File: config.mk
export PLATFORM = sky130hd
export DESIGN_NAME = bcd_seg_scan_driver
export DESIGN_NICKNAME = d
export VERILOG_FILES = /design/src/rtl/bcd_seg_scan_driver.sv
export SDC_FILE = /design/constraint.sdc
export NUM_CORES = 1
export LEC_CHECK = 0
export CORE_MARGIN = 3
export CORE_UTILIZATION = 48
export DETAILED_ROUTE_END_ITERATION = 7
export GPL_ROUTABILITY_DRIVEN = 0
export PLACE_DENSITY = 0.84
export SLEW_MARGIN = 15
export SYNTH_ARGS = -nofsm -noshare
export SYNTH_HDL_FRONTEND = slang
export SYNTH_SLANG_ARGS = --single-unit
File: constraint.sdc
create_clock -name clk -period 1.75 [get_ports clk]
set_input_delay 0.525 -clock clk [delete_from_list [all_inputs] [get_ports clk]]
set_output_delay 0.525 -clock clk [all_outputs]
set_load 0.1 [all_outputs]
File: src/rtl/bcd_seg_scan_driver.sv
// bcd_seg_scan_driver
// Time-multiplexes four BCD digits onto a common-digit 7-segment display.
// A new value is latched only at frame boundaries, so a digit never changes
// in the middle of a frame. Each digit slot starts with a short dead time
// that stops ghosting between digits. Leading zeros can be suppressed, and
// a one-cycle frame_done strobe is raised after every completed frame.
module bcd_seg_scan_driver #(
  parameter int CLK_HZ         = 50000000,
  parameter int SCAN_HZ        = 1000,
  parameter int BLANK_CYC      = 500,
  parameter int SEG_ACTIVE_LOW = 1,
  parameter int DIG_ACTIVE_LOW = 1,
  parameter int LZ_BLANK       = 1
) (
  input  logic        clk,
  input  logic        rst,
  input  logic [15:0] bcd_in,
  input  logic [3:0]  dp_in,
  input  logic        en,
  output logic [6:0]  seg_out,
  output logic        dp_out,
  output logic [3:0]  dig_sel,
  output logic        frame_done
);

  localparam int DIV = CLK_HZ / SCAN_HZ;
  localparam int CW  = (DIV > 1) ? $clog2(DIV) : 1;

  localparam logic [CW-1:0] LAST_COUNT = CW'(DIV - 1);
  localparam logic [CW-1:0] BLANK_END  = CW'(BLANK_CYC);

  localparam logic [6:0] SEG_OFF = (SEG_ACTIVE_LOW != 0) ? 7'h7F : 7'h00;
  localparam logic       DP_OFF  = (SEG_ACTIVE_LOW != 0);
  localparam logic [3:0] DIG_OFF = (DIG_ACTIVE_LOW != 0) ? 4'hF : 4'h0;

  logic [CW-1:0] count;
  logic [1:0]    idx;
  logic [15:0]   shadow_bcd;
  logic [3:0]    shadow_dp;
  logic          tick;

  logic [3:0]    digit;
  logic          blank3, blank2, blank1, blank_cur;
  logic          show;
  logic [6:0]    seg_hi, seg_next;
  logic          dp_hi, dp_next;
  logic [3:0]    dig_hi, dig_next;

  // Active-high segment pattern (bit0=a .. bit6=g); non-BCD nibbles show a dash
  function automatic logic [6:0] decode(input logic [3:0] v);
    case (v)
      4'd0:    decode = 7'h3F;
      4'd1:    decode = 7'h06;
      4'd2:    decode = 7'h5B;
      4'd3:    decode = 7'h4F;
      4'd4:    decode = 7'h66;
      4'd5:    decode = 7'h6D;
      4'd6:    decode = 7'h7D;
      4'd7:    decode = 7'h07;
      4'd8:    decode = 7'h7F;
      4'd9:    decode = 7'h6F;
      default: decode = 7'h40;
    endcase
  endfunction

  assign tick = (count == LAST_COUNT);

  // Slot counter, digit index, frame snapshot and frame-done strobe
  always_ff @(posedge clk) begin
    if (rst) begin
      count      <= '0;
      idx        <= 2'd0;
      shadow_bcd <= 16'h0000;
      shadow_dp  <= 4'h0;
      frame_done <= 1'b0;
    end else begin
      frame_done <= tick && (idx == 2'd3);
      if (tick) begin
        count <= '0;
        idx   <= idx + 2'd1;
        if (idx == 2'd3) begin
          shadow_bcd <= bcd_in;
          shadow_dp  <= dp_in;
        end
      end else begin
        count <= count + CW'(1);
      end
    end
  end

  // Work out what the current slot should show, including blanking and polarity
  always_comb begin
    digit     = shadow_bcd[{idx, 2'b00} +: 4];
    blank3    = (LZ_BLANK != 0) && (shadow_bcd[15:12] == 4'h0);
    blank2    = blank3 && (shadow_bcd[11:8] == 4'h0);
    blank1    = blank2 && (shadow_bcd[7:4] == 4'h0);
    blank_cur = 1'b0;
    case (idx)
      2'd3:    blank_cur = blank3;
      2'd2:    blank_cur = blank2;
      2'd1:    blank_cur = blank1;
      default: blank_cur = 1'b0;
    endcase
    show   = en && (count >= BLANK_END);
    seg_hi = 7'h00;
    if (show && !blank_cur) begin
      seg_hi = decode(digit);
    end
    dp_hi    = show && shadow_dp[idx];
    dig_hi   = show ? (4'b0001 << idx) : 4'b0000;
    seg_next = (SEG_ACTIVE_LOW != 0) ? ~seg_hi : seg_hi;
    dp_next  = (SEG_ACTIVE_LOW != 0) ? ~dp_hi : dp_hi;
    dig_next = (DIG_ACTIVE_LOW != 0) ? ~dig_hi : dig_hi;
  end

  // Register the pin drivers so the board sees glitch-free outputs
  always_ff @(posedge clk) begin
    if (rst) begin
      seg_out <= SEG_OFF;
      dp_out  <= DP_OFF;
      dig_sel <= DIG_OFF;
    end else begin
      seg_out <= seg_next;
      dp_out  <= dp_next;
      dig_sel <= dig_next;
    end
  end

endmodule

## Yosys cells after proc, flatten, opt, wreduce, memory -nomap -nowiden

Memories as Yosys holds them, arrays and structs flattened.
Cells that the tools add are included.
W data, S select, Z words.

| storage, ports and cells | value |
|---|---|
| flip-flop bits (word level) | 51 |
| memory bits (read-only) | 112 |
| bits of input ports | 23 |
| output and inout bits | 13 |
| word-level logic and storage cells | 39 |
| memories | 1 |

Memories:

| memory | depth | bits a word | read ports | clocked after Yosys merged registers in | wr ports | RTL line | text |
|---|---|---|---|---|---|---|---|
| (name not given) | 16 | 7 | 1 | 0 | 0 | 51 | `case (v)` |

| cells by class | value |
|---|---|
| $add $sub $neg | 2 |
| magnitude comparators | 2 |
| equal/unequal tests | 4 |
| shift operators | 2 |
| muxes and demuxes | 5 |
| bitwise gates (word level) | 3 |
| reduce and logical (&&, ||, !) cells | 12 |

Operators with widths:

| cell | number |
|---|---|
| $add A16 B1 Y16 const B | 1 |
| $eq A16 B16 Y1 const B | 1 |
| $ge A16 B9 Y1 const B | 1 |
| $shiftx A16 B5 Y4 | 1 |
| $logic_not A4 Y1 | 3 |
| $mux W7 | 1 |
| $not A7 Y7 | 1 |
| $logic_and A1 B1 Y1 | 6 |
| $eq A2 B2 Y1 const B | 2 |
| $mux W4 | 1 |
| $not A4 Y4 | 1 |
| $shl A1 B2 Y4 const A | 1 |
| $lt A2 B3 Y1 const B | 1 |
| $pmux W1 S3 | 1 |
| $add A2 B1 Y2 const B | 1 |
| $bmux W1 S2 | 1 |
| $eq A2 B1 Y1 const B | 1 |
| $reduce_and A2 Y1 | 1 |
| $reduce_or A2 Y1 | 1 |
| $logic_not A1 Y1 | 1 |
| $mux W1 | 1 |
| $not A1 Y1 | 1 |

## Logic depth before layout (Yosys ltp)

Gate-level depths: netlist of run 1.

| logic depth | value |
|---|---|
| depth after elaboration | 8 |
| depth in mapped cells | 7 |

## Least setup slack after synthesis of run 1

Ideal clock, no wire load.

| timing path | value |
|---|---|
| path type | reg2reg |
| start | register idx[0] |
| end | register seg_out[2] |
| setup time | 0.066 ns |
| arrival | 1.801 ns |
| setup slack | -0.117 ns |
| stages on the path, launching flop included | 8 |
| clock period less this slack | 1.867 ns |
| cell sequence | dfxtp_1 buf_6 mux4_1 inv_1 ha_1 inv_1 or3_1 nand3_1 |

| on the way | value |
|---|---|
| longest elaborated chain between the ends | 6 |
| elaborated cells between the ends (all ways) | 10 |
| classes of those cells | eq/ne: 3; shift: 1; mux: 2; bitwise: 1; reduce/logical: 2; memory: 1 |

RTL lines:

| what | RTL line | text |
|---|---|---|
| start: declaration | 37 | `logic [1:0] idx;` |
| start signal: assignment | 80 | `idx <= idx + 2'd1;` |
| parallel branches: the longest is 4 deep, another holds $mem_v2 Z16 W7 | -- |  |
| $mux W7 * | 106 | `if (show && !blank_cur) begin` |
| $not A7 Y7 * | 111 | `seg_next = (SEG_ACTIVE_LOW != 0) ? ~seg_hi : seg_hi;` |
| end signal: assignment | 123 | `seg_out <= seg_next;` |
| end: declaration | 20 | `output logic [6:0] seg_out,` |

Every way passes the cells marked *.
A chain may end at the register's enable or synchronous reset.

## Worst setup path after layout of run 1

| timing path | value |
|---|---|
| start | register idx[0] |
| end | register seg_out[5] |

The elaborated chain is that of the path after synthesis.

==> results of run 1 <==
==> timing repair <==
item,in CTS,in global routing
resized for setup,1,8
cloned,0,1
buffers inserted,0,4
hold buffers,0,0
pin swaps,0,2
endpoints found under the hold margin,0,0
setup endpoints to repair,2,22
==> path summary, 6_finish.rpt <==
path           endpoint  slack, ns  depth (start not counted)
max          seg_out[5]       0.02                          5
min            count[0]       0.45                          1
max reg2reg  seg_out[5]       0.02                          5
min reg2reg    count[0]       0.45                          1
==> synth_stat cells (all sizes together) <==
| cell type | instances | share of area |
|---|---|---|
| nor3 | 4 | 0.0086 |
| o21ba | 1 | 0.0043 |
| o211ai | 4 | 0.015 |
| nand3 | 31 | 0.066 |
| or3b | 1 | 0.0038 |
| and4b | 3 | 0.014 |
| nand4b | 1 | 0.0038 |
| o41ai | 1 | 0.0038 |
| and3 | 1 | 0.0027 |
| o21ai | 23 | 0.051 |
| and3b | 1 | 0.0038 |
| nor2 | 20 | 0.032 |
| buf | 6 | 0.018 |
| inv | 10 | 0.016 |
| and4 | 3 | 0.011 |
| o2bb2ai | 1 | 0.0038 |
| ha | 12 | 0.064 |
| a211o | 1 | 0.0038 |
| nand4 | 4 | 0.013 |
| or4 | 1 | 0.0032 |
| dfxtp | 51 | 0.44 |
| or3 | 1 | 0.0027 |
| a21oi | 24 | 0.051 |
| xnor2 | 7 | 0.026 |
| nor4 | 5 | 0.016 |
| xor2 | 7 | 0.026 |
| mux4 | 5 | 0.051 |
| clkbuf | 11 | 0.018 |
| nand2b | 1 | 0.0027 |
| nand2 | 13 | 0.021 |
| nor4bb | 1 | 0.0043 |
==> cell usage in the layout (no fill, tap or decap), types with 2 or more instances in the layout <==
| cell | count |
|---|---|
| dfxtp_1 | 48 |
| nand3_1 | 31 |
| a21oi_1 | 22 |
| clkdlybuf4s50_1 | 22 |
| o21ai_0 | 20 |
| nor2_1 | 20 |
| buf_12 | 15 |
| buf_4 | 14 |
| nand2_1 | 13 |
| ha_1 | 11 |
| inv_1 | 8 |
| xor2_1 | 7 |
| xnor2_1 | 7 |
| clkbuf_8 | 6 |
| mux4_2 | 4 |
| nor3_1 | 4 |
| nor4_1 | 4 |
| o211ai_1 | 3 |
| and4_1 | 3 |
| nand4_1 | 3 |
| and4b_1 | 2 |
| clkinvlp_4 | 2 |
| a21oi_2 | 2 |
| o21ai_1 | 2 |
| dfxtp_2 | 2 |
==> logic make-up after synthesis <==
logic type                 after synthesis
DFF                                     51
AOI/OAI and AO/OA                       55
muxes                                    5
xor gates and xnor gates                14
buffers and inverters                   27
and+or+nand+nor                         91
adders and majority gates               12
==> per-layer routing <==
metal,vias to the layer above,wire (um)
li1,985,-
met1,996,2190
met2,81,2730
met3,15,326
met4,0,153
met5,-,0
==> worst reg2reg max path, cell delays in order (launching register included) <==
cell and delay, ns:
dfxtp_4 0.39, mux4_2 0.57, buf_4 0.17, ha_1 0.22
a21oi_2 0.15, o211ai_2 0.09
==> flip-flops by register name (all words and copies together), names as in the netlist <==
signal,flops
idx,2
shadow_bcd,16
dig_sel,4
count,16
frame_done,1
dp_out,1
shadow_dp,4
seg_out,7
==> stage by stage <==
step | worst slack [ns] | hold WS (ns) | TNS [ns] | instance area, um^2 | cells
global placement | 0.0616 | 0.453 | 0 | 2930 | 350
detailed placement | -0.000454 | 0.466 | -0.000454 | 2930 | 350
global route | -0.0641 | 0.475 | -0.159 | 3070 | 362
finish | 0.0237 | 0.448 | 0 | 3070 | 362
floorplan | 0.0117 | 0.441 | 0 | 2330 | 255
CTS | 0.00235 | 0.478 | 0 | 3020 | 357
==> power breakdown <==
| part | switching, mW | internal, mW |
|---|---|---|
| Sequential | 0.00695 | 1.16 |
| Combinational | 0.0311 | 0.0563 |
| Clock | 0.367 | 0.311 |
==> cell type report <==
class	instances	share of cell area
Multi-Input combinational cell	177	0.391
Sequential cell	51	0.335
Timing Repair Buffer	51	0.204
Clock buffer	6	0.0269
Tap cell	65	0.0265
Inverter	10	0.0134
Timing Repair inverter	1	0.00244
Clock inverter	1	0.00163
==> summary.md, run 1 <==
| Metric | Value |
|---|---|
| Crit-path slowest cell | `mux4_2` |
| Global Route met3 Usage | `0.0515` |
| CP Launch Point | `idx[0]` |
| Multi-input gate area | `between 1000 and 1500 um^2` |
| Fraction of layout cells with a size suffix above 1 | `0.185` |
| Routed Antenna Nets | `0` |
| Fill cells | `323` |
| GRT Max-Usage Layer | `met2` |
| Synth Area per Inst | `between 9 and 10 um^2` |
| Clock transition at path regs | `approximately 0.090 ns` |
| Relative slew slack | `0.629` |
| Setup violators final | `0` |
| Initial Util | `0.515` |
| HPWL Detailed | `about 3.7 mm` |
| Post-DR vias/cell | `about 5.7` |
| Min-delay src | `count[0]` |
| Largest net degree at the start of global routing | `25` |
| Post-Synth Simple-Gate Area | `0.210` |
| Xor-xnor portion of the synthesized cell area | `0.0525` |
| PD cells | `631 nW/um^2` |
| Post-Syn Instances | `roughly 260` |
| Adder-Cell Fraction of Synth Area | `0.0643` |
| DRC | `0` |
| Yosys cell types | `40` |
| Fin nets | `332` |
| Grt met2 use | `0.337` |
| Worst EP required | `about 1.9 ns` |
| CTS Buffer Depth | `2` |
| Fin crit period | `1.73 ns` |
| H-tree levels | `2` |
| Die Height | `75.7 um` |
| Maxcap violations | `0` |
| Area grow syn2layout | `31.5%` |
| # diodes | `0` |
| Seq cells post-synth | `about 50` |
| Worst-Margin Slew | `around 0.55 ns` |
| Cts bufs inserted | `5` |
| RSZ-0062 raised after global routing | `yes` |
| GR Util met1 | `0.232` |
| Initial antenna violation count | `0` |
| Initial drt markers | `150` |
| Crit path max-delay family | `multiplexers` |
| Register area | `just over 1000 um^2` |
| PortBufs | `35` |
| Multiplexer area fraction after synthesis | `0.0514` |
| Routed wire per std cell | `14.9 um` |
| Largest family of logic cells by synthesized area | `simple AND/OR/NAND/NOR gates` |
| CP Data Arrival Time | `about 1.9 ns` |
| FF-to-FF Start | `idx[0]` |
| Fin. Hold Viols | `0` |
| Setup crit end kind | `flip-flop` |
| CP Max Fanout | `5` |
| Crit share post-route | `0.986` |
| Syn Std Cell Area | `~2300 um^2` |
| Critical path class | `flip-flop to flip-flop` |
| Seq/Total Area, Yosys | `0.437` |
| Final Max Slew Viols | `0` |
| Die area | `5740 um^2` |
| Chip width | `between 70 and 80 um` |
| Net count after synthesis | `between 200 and 300` |
| I/O pin count | `36` |
| YS warnings | `0` |
| Lkg Pwr | `around 1.1 nW` |
| Max Freq | `between 500 and 600 MHz` |
| CTS tree | `done` |
| HP Class | `flip-flop to flip-flop` |
| Root buffer cell | `clkbuf_8` |
| Status | `completed` |
| VDD IR max | `between 200 and 300 uV` |
| Vias | `approximately 2,100` |
| Rows | `24` |
| Core area | `between 4000 and 5000 um^2` |
| Design Power | `just under 2 mW` |
| Vias in the first global route | `between 1,500 and 2,000` |
| Post-layout util | `0.677` |
| Total grt overflow | `0` |
| Clock latency on the worst-skew pair | `~0.30 ns` |
| Slowest stage delay, CP | `~0.57 ns` |
| Gr usage total | `0.196` |
| Total wire length | `~5.4 mm` |
| Critical-path cell list | `mux4_2, buf_4, ha_1, a21oi_2, o211ai_2` |
| Skew final | `0.00477 ns` |
| CTS sink cnt | `51` |
| Crit start category | `flip-flop` |
| Buffers and inverters on the worst path | `1` |
| Synth Area in Compound Gates | `0.133` |
| Global-route wire length before repair | `roughly 8.5 mm` |
| DRT Pass-1 Iters | `4` |
No activity file was read; power rests on OpenSTA's default activity.
==> run 2, diff against run 1 <==
CTS_CLUSTER_SIZE = 30   (was default)
SLEW_MARGIN = default   (was 15)
==> results of run 2 <==
Final layout, timing and power as in run 1 (identical DEF).
==> run 3, diff against run 2 <==
CELL_PAD_IN_SITES_DETAIL_PLACEMENT = 0   (was default)
CELL_PAD_IN_SITES_GLOBAL_PLACEMENT = 1   (was default)
CORE_ASPECT_RATIO = 1.1   (was default)
CORE_UTILIZATION = 40   (was 48)
PLACE_DENSITY = 0.87   (was 0.84)
clock period = 1.95 ns   (was 1.75 ns; I/O delays follow)
==> run 3 against run 2 <==
Fmax decreased by 6.0%. Final cell count increased by 0.28%. Sequential cell count unchanged. First-iteration DRC count decreased by 65%. Via count decreased by 8.1%. Hold slack improved by 0.035 ns. Sequential share of layout area increased by 0.67 points. Clock-buffer cell count decreased by 1.
==> summary.md, run 3 (same netlist as run 1, synthesis figures left out) <==
| Metric | Value |
|---|---|
| Worst-Margin Slew | `0.583 ns (+0.0281 ns)` |
| Hold Buf Count CTS | `0 (unchanged)` |
| Regs by FF count | `count: 16 flops, shadow_bcd: 16 flops, seg_out: 7 flops` |
| Final TNS setup | `0 ns (unchanged)` |
| Fin crit period | `1.84 ns (+0.111 ns)` |
| Cts bufs inserted | `5 (unchanged)` |
| Global-route wire length before repair | `8.16 mm (-4.0%)` |
| Post-layout util | `0.544 (-0.133)` |
| Worst EP required | `2.12 ns (+0.21 ns)` |
| H-tree levels | `2 (unchanged)` |
| Initial drt markers | `52 (-65%)` |
| Root buffer cell | `clkbuf_8` |
| Total wire length | `4.93 mm (-8.7%)` |
| CP Launch Point | `idx[0]` |
| Initial Util | `0.424 (-0.0904)` |
| PortBufs | `35 (unchanged)` |
| DRC | `0 (unchanged)` |
| Post-DR vias/cell | `5.26 (-8.3%)` |
| CTS sink cnt | `51 (unchanged)` |
| Setup violators final | `0 (unchanged)` |
| VDD IR max | `313 uV (+12%)` |
| Crit path depth | `7 (+2)` |
| Hold path cells | `2 (+1)` |
| Final Cell Area | `2990 um^2 (-2.6%)` |
| Int Pwr | `1.48 mW (-3.6%)` |
| HPWL Detailed | `3.49 mm (-5.9%)` |
| RSZ-0062 raised after global routing | `no` |
| Cts repair resizes | `0 (-1)` |
| CP Max Fanout | `5 (unchanged)` |
| # diodes | `0 (unchanged)` |
| Commonest non-fill, non-tap cell in the layout | `dfxtp_1` |
| Critical path class | `flip-flop to flip-flop` |
| Switching part of the total | `0.207 (-0.00205)` |
| Crit start category | `flip-flop` |
| Vias | `1,909 (-8.1%)` |
| PD cells | `622 nW/um^2 (-1.3%)` |
| Clock transition at path regs | `0.09 ns (about the same)` |
| Dpl cell area | `2880 um^2 (-1.6%)` |
| Rows | `28 (+17%)` |
| Initial antenna violation count | `0 (unchanged)` |
| Fin. Hold Viols | `0 (unchanged)` |
| Vias in the first global route | `1,797 (-5.1%)` |
| Core area | `5500 um^2 (+21%)` |
| Maxcap violations | `0 (unchanged)` |
| Die area | `6790 um^2 (+18%)` |
| Chip width | `78.8 um (+4.1%)` |
| Final Max Slew Viols | `0 (unchanged)` |
| Skew final | `0.00736 ns (+0.00260 ns)` |
| Relative slew slack | `0.610 (-0.0188)` |
| Total grt overflow | `0 (unchanged)` |
| Register share of total power | `0.565 (-0.040)` |
| Min-delay src | `shadow_dp[1]` |
| Largest net degree at the start of global routing | `24 (-4.0%)` |
| Hold_ws | `0.483 ns (+0.0347 ns)` |
| Gr usage total | `0.150 (-0.0451)` |
| Area grow syn2layout | `28.1%` |
| Fin nets | `322 (-3.0%)` |
| Crit-path slowest cell | `mux4_2` |
| DP Worst Slack | `0.131 ns (+0.131 ns)` |
| CTS Buffer Depth | `2 (unchanged)` |
| Routed Antenna Nets | `0 (unchanged)` |
| Setup crit end kind | `flip-flop` |
| HP Class | `flip-flop to flip-flop` |
| Lkg Pwr | `1.08 nW (-3.2%)` |
| Worst R2R Path Depth | `7 (+2)` |
| CTS tree | `done` |
| Max Freq | `544 MHz (-6.0%)` |
| Buffer count from post-CTS setup fixing | `0 (unchanged)` |
| Status | `completed` |
| CP Data Arrival Time | `2.00 ns (+0.11 ns)` |
| FF-to-FF Start | `idx[0]` |
| I/O pin count | `36 (unchanged)` |
| Fraction of layout cells with a size suffix above 1 | `0.128 (-0.0567)` |
| Crit path max-delay family | `multiplexers` |
| Net switching power | `386 uW (-4.8%)` |
| Buffers and inverters on the worst path | `2 (+1)` |
| Clock Power Share | `0.395 (+0.045)` |
| Slowest stage delay, CP | `0.57 ns (about the same)` |
| Die Height | `86.1 um (+14%)` |
| Critical-path cell list | `buf_4, mux4_2, inv_1, ha_1, nor2_1, a21oi_1, o211ai_2` |
| Commonest cells after routing, fill and taps aside | `dfxtp_1 (51), nand3_1 (31), a21oi_1 (24)` |
| Clock latency on the worst-skew pair | `0.31 ns (about the same)` |
| Crit share post-route | `0.942 (-0.0445)` |
| Routed wire per std cell | `13.6 um (-9.0%)` |
| DRT Pass-1 Iters | `4 (unchanged)` |
| Final setup margin | `0.113 ns (+0.0895 ns)` |
| Comb pwr share | `0.040 (-0.005)` |
==> run 3: cell types whose count changed in the layout (fill, tap and decap cells not counted), sizes merged <==
cell / change
buf: -9
clkinvlp: -2
bufinv: +1
clkbuf: -1
clkinv: +1
inv: +1
==> run 3: through the flow <==
stage | power (mW) | cells
final | 1.86 | 363
after global routing | 1.92 | 363
after CTS | 1.87 | 363
after detailed placement | 1.15 | 355
after global placement | 1.15 | 355
after floorplan | 1.10 | 255
==> run 3: worst paths after layout <==
path | to | slack (ns)
setup / recovery | seg_out[5] | 0.11
hold / removal | shadow_dp[1] | 0.48
setup reg to reg | seg_out[5] | 0.11
hold reg to reg | shadow_dp[1] | 0.48
==> run 3: final cells by class <==
type | instances | area [um^2]
tap | 75 | 93.8
multi-input combinational | 177 | 1190
clock inverter | 3 | 43.8
sequential | 51 | 1020
clock buffer | 5 | 68.8
inverter | 10 | 37.5
fill | 508 | 2510
timing repair buffer | 42 | 533
==> run 3: worst min-delay path: cells and delay by family (launching register included) <==
kind	cells	cell delay, ns
flip-flops	1	0.32
AO/OA/AOI/OAI	2	0.12
==> run 3: metal layers <==
| metal | wire (um) | up-vias | GRT usage |
|---|---|---|---|
| met5 | 0 | - | 0 |
| met4 | 79 | 0 | 0.0531 |
| met3 | 169 | 7 | 0.0399 |
| met2 | 2370 | 32 | 0.256 |
| met1 | 2320 | 899 | 0.184 |
| li1 | - | 971 | - |
==> run 3: power groups by stage <==
stage	Sequential (mW)	Clock, mW	Combinational, mW
3_3_place_gp	1.08	0	0.0740
5_1_grt	1.05	0.782	0.0831
3_5_place_dp	1.08	0	0.0749
4_1_cts	1.05	0.743	0.0755
2_1_floorplan	1.08	0	0.0232
6_report	1.05	0.735	0.0747
